**src/rtl/rv32_clint.sv**
```systemverilog
// rv32_clint: single-hart core-local interruptor (mtime, mtimecmp, msip) behind an
// AXI4-Lite responder. AW and W are only accepted together; reads and writes run independently.
module rv32_clint #(
  parameter int ADDR_W   = 16,
  parameter int DATA_W   = 32,
  parameter int TICK_DIV = 1
) (
  input  logic                clk_i,
  input  logic                rst_i,
  input  logic [ADDR_W-1:0]   s_awaddr_i,
  input  logic                s_awvalid_i,
  output logic                s_awready_o,
  input  logic [DATA_W-1:0]   s_wdata_i,
  input  logic [DATA_W/8-1:0] s_wstrb_i,
  input  logic                s_wvalid_i,
  output logic                s_wready_o,
  output logic [1:0]          s_bresp_o,
  output logic                s_bvalid_o,
  input  logic                s_bready_i,
  input  logic [ADDR_W-1:0]   s_araddr_i,
  input  logic                s_arvalid_i,
  output logic                s_arready_o,
  output logic [DATA_W-1:0]   s_rdata_o,
  output logic [1:0]          s_rresp_o,
  output logic                s_rvalid_o,
  input  logic                s_rready_i,
  output logic                irq_timer_o,
  output logic                irq_soft_o,
  output logic [63:0]         mtime_o
);
  localparam int NB = DATA_W / 8;
  localparam int PW = (TICK_DIV > 1) ? $clog2(TICK_DIV) : 1;

  // Word indices (addr[15:2]) of the mapped registers
  localparam logic [13:0] IDX_MSIP    = 14'h0000;
  localparam logic [13:0] IDX_CMP_LO  = 14'h1000;
  localparam logic [13:0] IDX_CMP_HI  = 14'h1001;
  localparam logic [13:0] IDX_TIME_LO = 14'h2FFE;
  localparam logic [13:0] IDX_TIME_HI = 14'h2FFF;

  typedef enum logic {W_IDLE, W_RESP} w_state_e;
  typedef enum logic {R_IDLE, R_DATA} r_state_e;

  w_state_e          w_state, w_state_nxt;
  r_state_e          r_state, r_state_nxt;
  logic [63:0]       mtime, mtimecmp;
  logic              msip;
  logic [PW-1:0]     presc;
  logic              tick, w_fire, r_fire, w_map, r_map;
  logic [13:0]       w_idx, r_idx;
  logic [DATA_W-1:0] wmask, w_old, w_new, r_val;
  logic              unused_addr;

  assign w_idx       = s_awaddr_i[15:2];
  assign r_idx       = s_araddr_i[15:2];
  assign unused_addr = ^{s_awaddr_i[1:0], s_araddr_i[1:0]};
  assign tick        = (presc == PW'(TICK_DIV - 1));

  for (genvar b = 0; b < NB; b++) begin : g_mask
    assign wmask[b*8 +: 8] = {8{s_wstrb_i[b]}};
  end

  // Old word of the addressed register, merged with the strobed bus bytes
  always_comb begin
    w_map = 1'b1;
    case (w_idx)
      IDX_MSIP:    w_old = {31'b0, msip};
      IDX_CMP_LO:  w_old = mtimecmp[31:0];
      IDX_CMP_HI:  w_old = mtimecmp[63:32];
      IDX_TIME_LO: w_old = mtime[31:0];
      IDX_TIME_HI: w_old = mtime[63:32];
      default: begin
        w_old = '0;
        w_map = 1'b0;
      end
    endcase
  end
  assign w_new = (w_old & ~wmask) | (s_wdata_i & wmask);

  always_comb begin
    r_map = 1'b1;
    case (r_idx)
      IDX_MSIP:    r_val = {31'b0, msip};
      IDX_CMP_LO:  r_val = mtimecmp[31:0];
      IDX_CMP_HI:  r_val = mtimecmp[63:32];
      IDX_TIME_LO: r_val = mtime[31:0];
      IDX_TIME_HI: r_val = mtime[63:32];
      default: begin
        r_val = '0;
        r_map = 1'b0;
      end
    endcase
  end

  always_comb begin
    w_state_nxt = w_state;
    r_state_nxt = r_state;
    w_fire      = 1'b0;
    r_fire      = 1'b0;
    case (w_state)
      W_IDLE: begin
        w_fire = s_awvalid_i & s_wvalid_i;
        if (w_fire) w_state_nxt = W_RESP;
      end
      default: if (s_bready_i) w_state_nxt = W_IDLE;
    endcase
    case (r_state)
      R_IDLE: begin
        r_fire = s_arvalid_i;
        if (r_fire) r_state_nxt = R_DATA;
      end
      default: if (s_rready_i) r_state_nxt = R_IDLE;
    endcase
  end

  assign s_awready_o = w_fire;
  assign s_wready_o  = w_fire;
  assign s_bvalid_o  = (w_state == W_RESP);
  assign s_arready_o = (r_state == R_IDLE);
  assign s_rvalid_o  = (r_state == R_DATA);

  always_ff @(posedge clk_i) begin
    if (rst_i) begin
      w_state   <= W_IDLE;
      r_state   <= R_IDLE;
      s_bresp_o <= 2'b00;
      s_rresp_o <= 2'b00;
      s_rdata_o <= '0;
    end else begin
      w_state <= w_state_nxt;
      r_state <= r_state_nxt;
      if (w_fire) s_bresp_o <= w_map ? 2'b00 : 2'b10;
      if (r_fire) begin
        s_rdata_o <= r_val;
        s_rresp_o <= r_map ? 2'b00 : 2'b10;
      end
    end
  end

  // A bus write to either mtime half takes precedence over the tick increment
  always_ff @(posedge clk_i) begin
    if (rst_i) begin
      presc       <= '0;
      mtime       <= '0;
      mtimecmp    <= '1;
      msip        <= 1'b0;
      irq_timer_o <= 1'b0;
    end else begin
      presc       <= tick ? '0 : presc + 1'b1;
      irq_timer_o <= (mtime >= mtimecmp);
      if (w_fire && w_idx == IDX_TIME_LO)      mtime[31:0]  <= w_new;
      else if (w_fire && w_idx == IDX_TIME_HI) mtime[63:32] <= w_new;
      else if (tick)                           mtime        <= mtime + 64'd1;
      if (w_fire && w_idx == IDX_CMP_LO) mtimecmp[31:0]  <= w_new;
      if (w_fire && w_idx == IDX_CMP_HI) mtimecmp[63:32] <= w_new;
      if (w_fire && w_idx == IDX_MSIP)   msip            <= w_new[0];
    end
  end

  assign irq_soft_o = msip;
  assign mtime_o    = mtime;
endmodule

```
**config.mk**
```make
export PLATFORM = sky130hd
export DESIGN_NAME = rv32_clint
export DESIGN_NICKNAME = d
export VERILOG_FILES = /design/src/rtl/rv32_clint.sv
export SDC_FILE = /design/constraint.sdc
export NUM_CORES = 1
export LEC_CHECK = 0
export ABC_AREA = 1
export CAP_MARGIN = 20
export CORE_ASPECT_RATIO = 1.4
export CORE_MARGIN = 1
export CORE_UTILIZATION = 45
export DETAILED_ROUTE_END_ITERATION = 16
export GPL_TIMING_DRIVEN = 0
export PLACE_DENSITY = 0.66
export SLEW_MARGIN = 15
export SYNTH_ARGS = -nofsm -noshare
export SYNTH_HDL_FRONTEND = slang
export SYNTH_SLANG_ARGS = --single-unit
```
**constraint.sdc**
```tcl
create_clock -name clk_i -period 4.6 [get_ports clk_i]
set_input_delay 0.69 -clock clk_i [delete_from_list [all_inputs] [get_ports clk_i]]
set_output_delay 0.69 -clock clk_i [all_outputs]
set_load 0.01 [all_outputs]
```
==> summary.txt, run 1 <==
Status
  – Outcome: finished, final reports clean

Clock network
  – Bufs on Longest Clock Path: 2
  – Total number of clock tree sinks: roughly 170
  – Maximum level of the CTS H-tree: 4
  – Number of gates given a new drive strength after cts: 0
  – Number of CTS-inserted buffers: 17
  – Clock edge transition at the registers on the reported setup and hold paths: about 70 ps
  – Cts hold-fix bufs: 0
  – Clock Root Buffer: clkbuf_16
  – Clock network latency to the later pin of the worst-skew pair: about 470 ps
  – TritonCTS clock tree: built
  – Post-CTS setup-driven buffer insertion count: 0

Placed design
  – Placer congestion estimate: between 1 and 1.5
  – Total of buffers placed on input and output ports: between 150 and 200
  – Placed wire-length estimate: between 50000 and 60000 um

Setup path
  – Cell type of the slowest stage on the worst timing path: nor2_1
  – Critical path capture point type: register
  – Reg-to-reg critical path startpoint: mtime_o[20]
  – Category of the worst setup path launch point: primary input
  – Cell type group with the largest total delay on the critical path: simple AND/OR/NAND/NOR gates
  – Worst EP required: about 5000 ps
  – Data arrival, critical path: between 4000 and 5000 ps
  – Highest cell delay on the worst timing path: between 700 and 800 ps
  – Largest fanout on the critical path: 10
  – Count of buffer and inverter cells on the critical path: 2
  – Critical path class: in -> reg
  – Start point of the critical path: s_araddr_i[8]
  – Ordered list of cells on the worst path: clkdlybuf4s50_1 -> nand4_1 -> nor2_1 -> nand2_1 -> clkbuf_1 -> o22ai_1 -> o21ai_0 -> a21oi_1

Die
  – Count of standard-cell rows: between 70 and 80
  – Total I/O pin count: around 180
  – Chip height: ~200 um
  – Starting density of the core: 0.4556
  – Die X-Extent: 143.2 um
  – Overall die area: 28590 um^2
  – Core region area: around 28000 um^2

Synth
  – Cell area after technology mapping: ~13000 um^2
  – Unique cell type count in the Yosys netlist: 45
  – Yosys reg bits: about 170
  – Most common flop cell mapped by yosys: dfxtp_1
  – Share of synthesized area spent on multiplexers: 0
  – YS warnings: 0
  – Sequential area share after synthesis: 0.2662
  – Share of flip-flops with an asynchronous set or reset: 0
  – Post-synthesis share of cell area spent on full adders, half adders and majority gates: 0.06475
  – Post-Synthesis Mean Instance Area: about 6.0 um^2
  – Dominant combinational cell family by area after synthesis: simple AND/OR/NAND/NOR gates
  – Synthesized-area fraction occupied by ao, oa, aoi and oai cells: 0.1873
  – Post-Synth Simple-Gate Area: 0.3660
  – Share of the synthesized netlist area taken by xor and xnor gates: 0.008368
  – EDFF count, synth: 0
  – Gate count after technology mapping: about 2100

Global route
  – Met2 usage in global routing: 0.7433
  – Grt met3 use: 0.1507
  – Wire length of the first global-routing pass: 98700 um
  – Antenna violations before repair: 5
  – Global-route total usage across every layer: 0.4975
  – Gr ovfl total: 0
  – Grt peak-use layer: met2
  – Vias in the first global route: between 10000 and 15000
  – M1 GR Usage: 0.5408
  – Largest net degree at the start of global routing: 18

Routing
  – First drt pass iteration count: 9
  – Final routed wire length divided by cell count: around 26 um
  – Avg Vias per Cell: between 6 and 7
  – Remaining antenna violation count after routing: 0
  – Initial DRC count: approximately 2100
  – Residual DRC count: 0
  – Vias: ~17000
  – Wire length reported by the detailed router: approximately 70000 um

Timing
  – Final setup skew: ~15 ps
  – Rel. slew slack: 0.2813
  – Final period util: 0.7935
  – Number of hold violations in the final report: 0
  – Worst slew pin tran: 1078 ps
  – Clock period minus final worst setup slack: approximately 3700 ps
  – Final sum of negative setup slack: 0 ps
  – Final Max Slew Viols: 0
  – Unrepaired setup endpoints after global routing: false
  – Setup-failing EPs final: 0
  – Max frequency: between 200 and 300 MHz

Finish
  – Layout Area Growth over Synthesis: 22.17%
  – Final nets: 2422
  – FF+latch area: around 3300 um^2
  – Leading cell type in the layout, fill and taps excluded: nand2_1
  – Ratio of cells with drive above 1 in the final layout: 0.05577
  – Area taken by multi-input logic gates: around 7900 um^2
  – Number of fill cells in the layout: 2906
  – Most frequent cells in the layout: 568 x nand2_1, 228 x inv_1, 198 x nand3_1, 181 x a21oi_1, 172 x nor2_1

Hold path
  – Hold Crit Class: reg -> reg
  – Worst hold start: s_rdata_o[25]

Power
  – Total power density per cell area: between 200 and 250 nW/um^2
  – Worst-case vdd ir drop: ~0.00026 V
  – Total Power Consumption: around 0.0034 W
  – Static leakage power: 6.957 nW

Job
  – Max capacitance violation total: 0
-- power breakdown --
part / internal (W) / total, W / switching, W
sequential: 0.00146 / 0.00149 / 0.0000322
combinational: 0.000125 / 0.000348 / 0.000223
clock: 0.000787 / 0.00153 / 0.000746
total: 0.00237 / 0.00337 / 0.00100
-- tightest hold or removal path, cell delays in order (launching register included) --
cell,delay (ps)
dfxtp_1,310
nand2_1,60
a21oi_1,50
-- synth_stat cells, types with 2 or more instances --
cell type,number,share of area
nand2_1,568,0.17
inv_1,228,0.068
nand3_1,198,0.079
a21oi_1,181,0.072
nor2_1,172,0.051
dfxtp_1,167,0.27
o21ai_0,164,0.065
ha_1,65,0.065
o21ai_1,55,0.022
nand4_1,42,0.021
clkbuf_1,36,0.011
buf_2,32,0.013
o22ai_1,29,0.014
nor3_1,26,0.010
inv_2,12,0.0036
o211ai_1,12,0.0072
xor2_1,12,0.0084
nand2_2,11,0.0055
buf_1,10,0.0030
nor2_4,9,0.0081
nor2_2,8,0.0040
buf_4,7,0.0042
and2_1,5,0.0025
clkinv_1,5,0.0015
nor4_1,5,0.0025
buf_6,3,0.0027
o21a_1,3,0.0018
o21bai_1,3,0.0018
a21oi_2,2,0.0014
and3_1,2,0.0010
nand4_2,2,0.0020
nor3_2,2,0.0016
or2_1,2,0.0010
-- path summary, 6_finish.rpt --
path,endpoint,slack [ps],cells past startpoint
setup reg to reg,mtime_o[53],1640,9
hold / removal,s_rdata_o[25],460,2
hold reg to reg,s_rdata_o[25],460,2
setup / recovery,s_rdata_o[18],950,8
-- kinds of logic after synthesis --
logic type | after synthesis
other | 1
buffers and inverters | 334
AND/OR/NAND/NOR | 1060
AO/OA/AOI/OAI | 451
adder cells (fa/ha/maj) | 65
XOR/XNOR | 12
flip-flops | 167
-- registers in the layout, indices dropped and copies added, names as in the netlist --
register and count:
irq_soft_o 1, irq_timer_o 1, mtime_o 64, mtimecmp 64, presc 1, s_bresp_o 1
s_bvalid_o 1, s_rdata_o 32, s_rresp_o 1, s_rvalid_o 1
-- layout make-up --
| type | instances | share of cell area |
|---|---|---|
| Tap cell | 370 | 0.03017 |
| Inverter | 246 | 0.06034 |
| Sequential cell | 167 | 0.2179 |
| Clock inverter | 14 | 0.01011 |
| Buffer | 88 | 0.02732 |
| Antenna cell | 1 | 0.0001631 |
| Clock buffer | 18 | 0.02862 |
| Multi-Input combinational cell | 1591 | 0.5138 |
| Timing Repair Buffer | 171 | 0.1116 |
-- metal layers --
layer | vias to the layer above | wire length [um] | share of wire
met5 | - | 63 | 0.00090
met4 | 8 | 8690 | 0.12
met3 | 440 | 8084 | 0.11
met2 | 1275 | 29790 | 0.42
met1 | 7514 | 23700 | 0.34
li1 | 7284 | - | -
-- per-stage QoR --
stage	worst slack [ps]	hold WS [ps]	util	cells	cell area, um^2
2_1_floorplan	2557	471.1	-	2092	12570
3_3_place_gp	1031	454.5	0.5348	2633	14740
3_5_place_dp	929.3	456.1	0.5348	2633	14740
4_1_cts	1404	466.3	0.5563	2665	15340
5_1_grt	954.9	477.2	0.5565	2665	15340
6_report	949.9	464.3	0.5566	2666	15340
Power figures use the tool's default switching activity.
==> run 2, diff against run 1 <==
Settings changed: PLACE_DENSITY 0.66 to 0.69.
Clock period 4.6 ns to 3.31 ns, I/O delays scaled along.
==> run 2 against run 1 <==
Wire length down 2.3%. Sequential power up 39%. Sequential share of layout area about the same. Combinational power up 37%. Count of clock-buffer cells in the layout down 1. First-iteration DRC count up 2.2%. Critical path depth unchanged. Critical path type unchanged. Highest routed layer is now met4.
==> summary.txt, run 2 (synthesized netlist as in run 1, its figures left out) <==
Routing
  – First drt pass iteration count: 7 (-2)
  – Vias: 16210 (-1.9%)
  – Residual DRC count: 0 (unchanged)
  – Avg Vias per Cell: 6.077 (-1.9%)
  – Initial DRC count: 2169 (+2.2%)
  – Wire length reported by the detailed router: 68700 um (-2.3%)
  – Final routed wire length divided by cell count: 25.76 um (-2.3%)
  – Remaining antenna violation count after routing: 0 (unchanged)

Timing
  – Final sum of negative setup slack: 0 ps (unchanged)
  – Worst slew pin tran: 1283 ps (+204.7 ps)
  – Rel. slew slack: 0.1449 (-0.1365)
  – Number of hold violations in the final report: 0 (unchanged)
  – Unrepaired setup endpoints after global routing: false
  – Setup-failing EPs final: 0 (unchanged)
  – Final setup skew: 13.50 ps (-1.021 ps)
  – Max frequency: 330.2 MHz
  – Clock period minus final worst setup slack: 3029 ps
  – Final Max Slew Viols: 0 (unchanged)
  – Final period util: 0.9151

Clock network
  – Clock edge transition at the registers on the reported setup and hold paths: 70 ps (about the same)
  – Clock network latency to the later pin of the worst-skew pair: 470 ps (about the same)
  – TritonCTS clock tree: built
  – Number of CTS-inserted buffers: 17 (unchanged)
  – Maximum level of the CTS H-tree: 4 (unchanged)
  – Cts hold-fix bufs: 0 (unchanged)
  – Number of gates given a new drive strength after cts: 0 (unchanged)
  – Total number of clock tree sinks: 167 (unchanged)
  – Bufs on Longest Clock Path: 2 (unchanged)
  – Clock Root Buffer: clkbuf_16
  – Post-CTS setup-driven buffer insertion count: 0 (unchanged)

Finish
  – Leading cell type in the layout, fill and taps excluded: nand2_1
  – Final nets: 2422 (unchanged)
  – Most frequent cells in the layout: 568 x nand2_1, 228 x inv_1, 198 x nand3_1, 181 x a21oi_1, 172 x nor2_1
  – Ratio of cells with drive above 1 in the final layout: 0.05493 (-0.0008475)
  – Layout Area Growth over Synthesis: 22.13% (about the same)
  – Post-route design area: 15340 um^2 (about the same)

Die
  – Starting density of the core: 0.4556 (unchanged)
  – Chip height: 199.7 um (unchanged)
  – Die X-Extent: 143.2 um (unchanged)
  – Core region area: 27570 um^2 (unchanged)
  – Total I/O pin count: 182 (unchanged)
  – Overall die area: 28590 um^2 (unchanged)
  – Count of standard-cell rows: 72 (unchanged)

Setup path
  – Critical path capture point type: register
  – Category of the worst setup path launch point: primary input
  – Data arrival, critical path: 3420 ps (-630 ps)
  – Start point of the critical path: s_araddr_i[8]
  – Critical path class: in -> reg
  – Worst EP required: 3700 ps (-1300 ps)
  – Largest fanout on the critical path: 10 (unchanged)
  – Reg-to-reg critical path startpoint: mtime_o[0]

Power
  – Worst-case vdd ir drop: 0.0003452 V (+33%)
  – Static leakage power: 6.947 nW (-0.15%)
  – Total power density per cell area: 304.6 nW/um^2 (+39%)

Placed design
  – Total of buffers placed on input and output ports: 171 (unchanged)
  – Placer congestion estimate: 1.089 (-1.4%)
  – Placed wire-length estimate: 54280 um (about the same)
  – Post-place instance area: 14740 um^2 (unchanged)

Global route
  – Global-route total usage across every layer: 0.4871 (-0.01044)
  – Antenna violations before repair: 3 (-2)
  – Gr ovfl total: 0 (unchanged)
  – Largest net degree at the start of global routing: 17 (-1)
  – Vias in the first global route: 14740 (-1.4%)
  – Wire length of the first global-routing pass: 96790 um (-1.9%)

Status
  – Outcome: finished, final reports clean

Hold path
  – Worst hold start: s_rdata_o[15]
  – Hold Crit Class: reg -> reg

Job
  – Max capacitance violation total: 0 (unchanged)
-- run 2: cell count changes in the layout (fill, tap and decap cells not counted), sizes merged --
cell,delta
clkinvlp,+2
clkinv,-1
bufinv,+1
clkbuf,-1
diode,+2
inv,-2
-- run 2: path summary, 6_finish.rpt --
| check | slack [ps] | cells past startpoint | endpoint |
|---|---|---|---|
| max | 280 | 8 | s_rdata_o[6] |
| min | 470 | 2 | s_rdata_o[15] |
| max reg2reg | 600 | 10 | mtime_o[24] |
| min reg2reg | 470 | 2 | s_rdata_o[15] |
-- run 2: layout make-up --
cell class	count	area, um^2
Inverter	246	925.9
Timing Repair Buffer	171	1712
Antenna cell	3	7.507
Clock buffer	17	425.4
Clock inverter	14	163.9
Buffer	88	419.2
Sequential cell	167	3343
Multi-Input combinational cell	1591	7879
Tap cell	370	462.9
Fill cell	2903	12230
-- run 2: power breakdown --
group	total [W]	switching [W]	internal, W
Combinational	0.000477	0.000304	0.000173
Clock	0.00213	0.000997	0.00113
Sequential	0.00207	0.0000427	0.00202
-- run 2: through the flow --
| stage | total power [W] | cells | hold WS (ps) | utilization | setup WS [ps] |
|---|---|---|---|---|---|
| 2_1_floorplan | 0.002298 | 2092 | 471.1 | - | 1427 |
| 3_3_place_gp | 0.002563 | 2633 | 454.1 | 0.5348 | -72.76 |
| 3_5_place_dp | 0.002567 | 2633 | 455.8 | 0.5348 | -66.01 |
| 4_1_cts | 0.004631 | 2664 | 466.5 | 0.5561 | 413.6 |
| 5_1_grt | 0.004760 | 2665 | 481.9 | 0.5562 | 120.3 |
| 6_report | 0.004672 | 2667 | 465.5 | 0.5564 | 281.1 |
-- run 2: routing by layer --
layer / up-vias / global-route usage / share of wire / wire length, um
li1: 7276 / - / - / -
met1: 7369 / 0.5286 / 0.34 / 23380
met2: 1166 / 0.7474 / 0.44 / 30080
met3: 396 / 0.1390 / 0.11 / 7433
met4: 0 / 0.4843 / 0.11 / 7819
met5: - / 0.01089 / 0 / 0
-- run 2: worst max-delay path: stages --
cell	delay [ps]
clkdlybuf4s50_1	480
nand4_1	180
nor2_1	600
nand2_1	460
clkbuf_1	340
o22ai_1	530
o21ai_1	160
a21oi_1	150
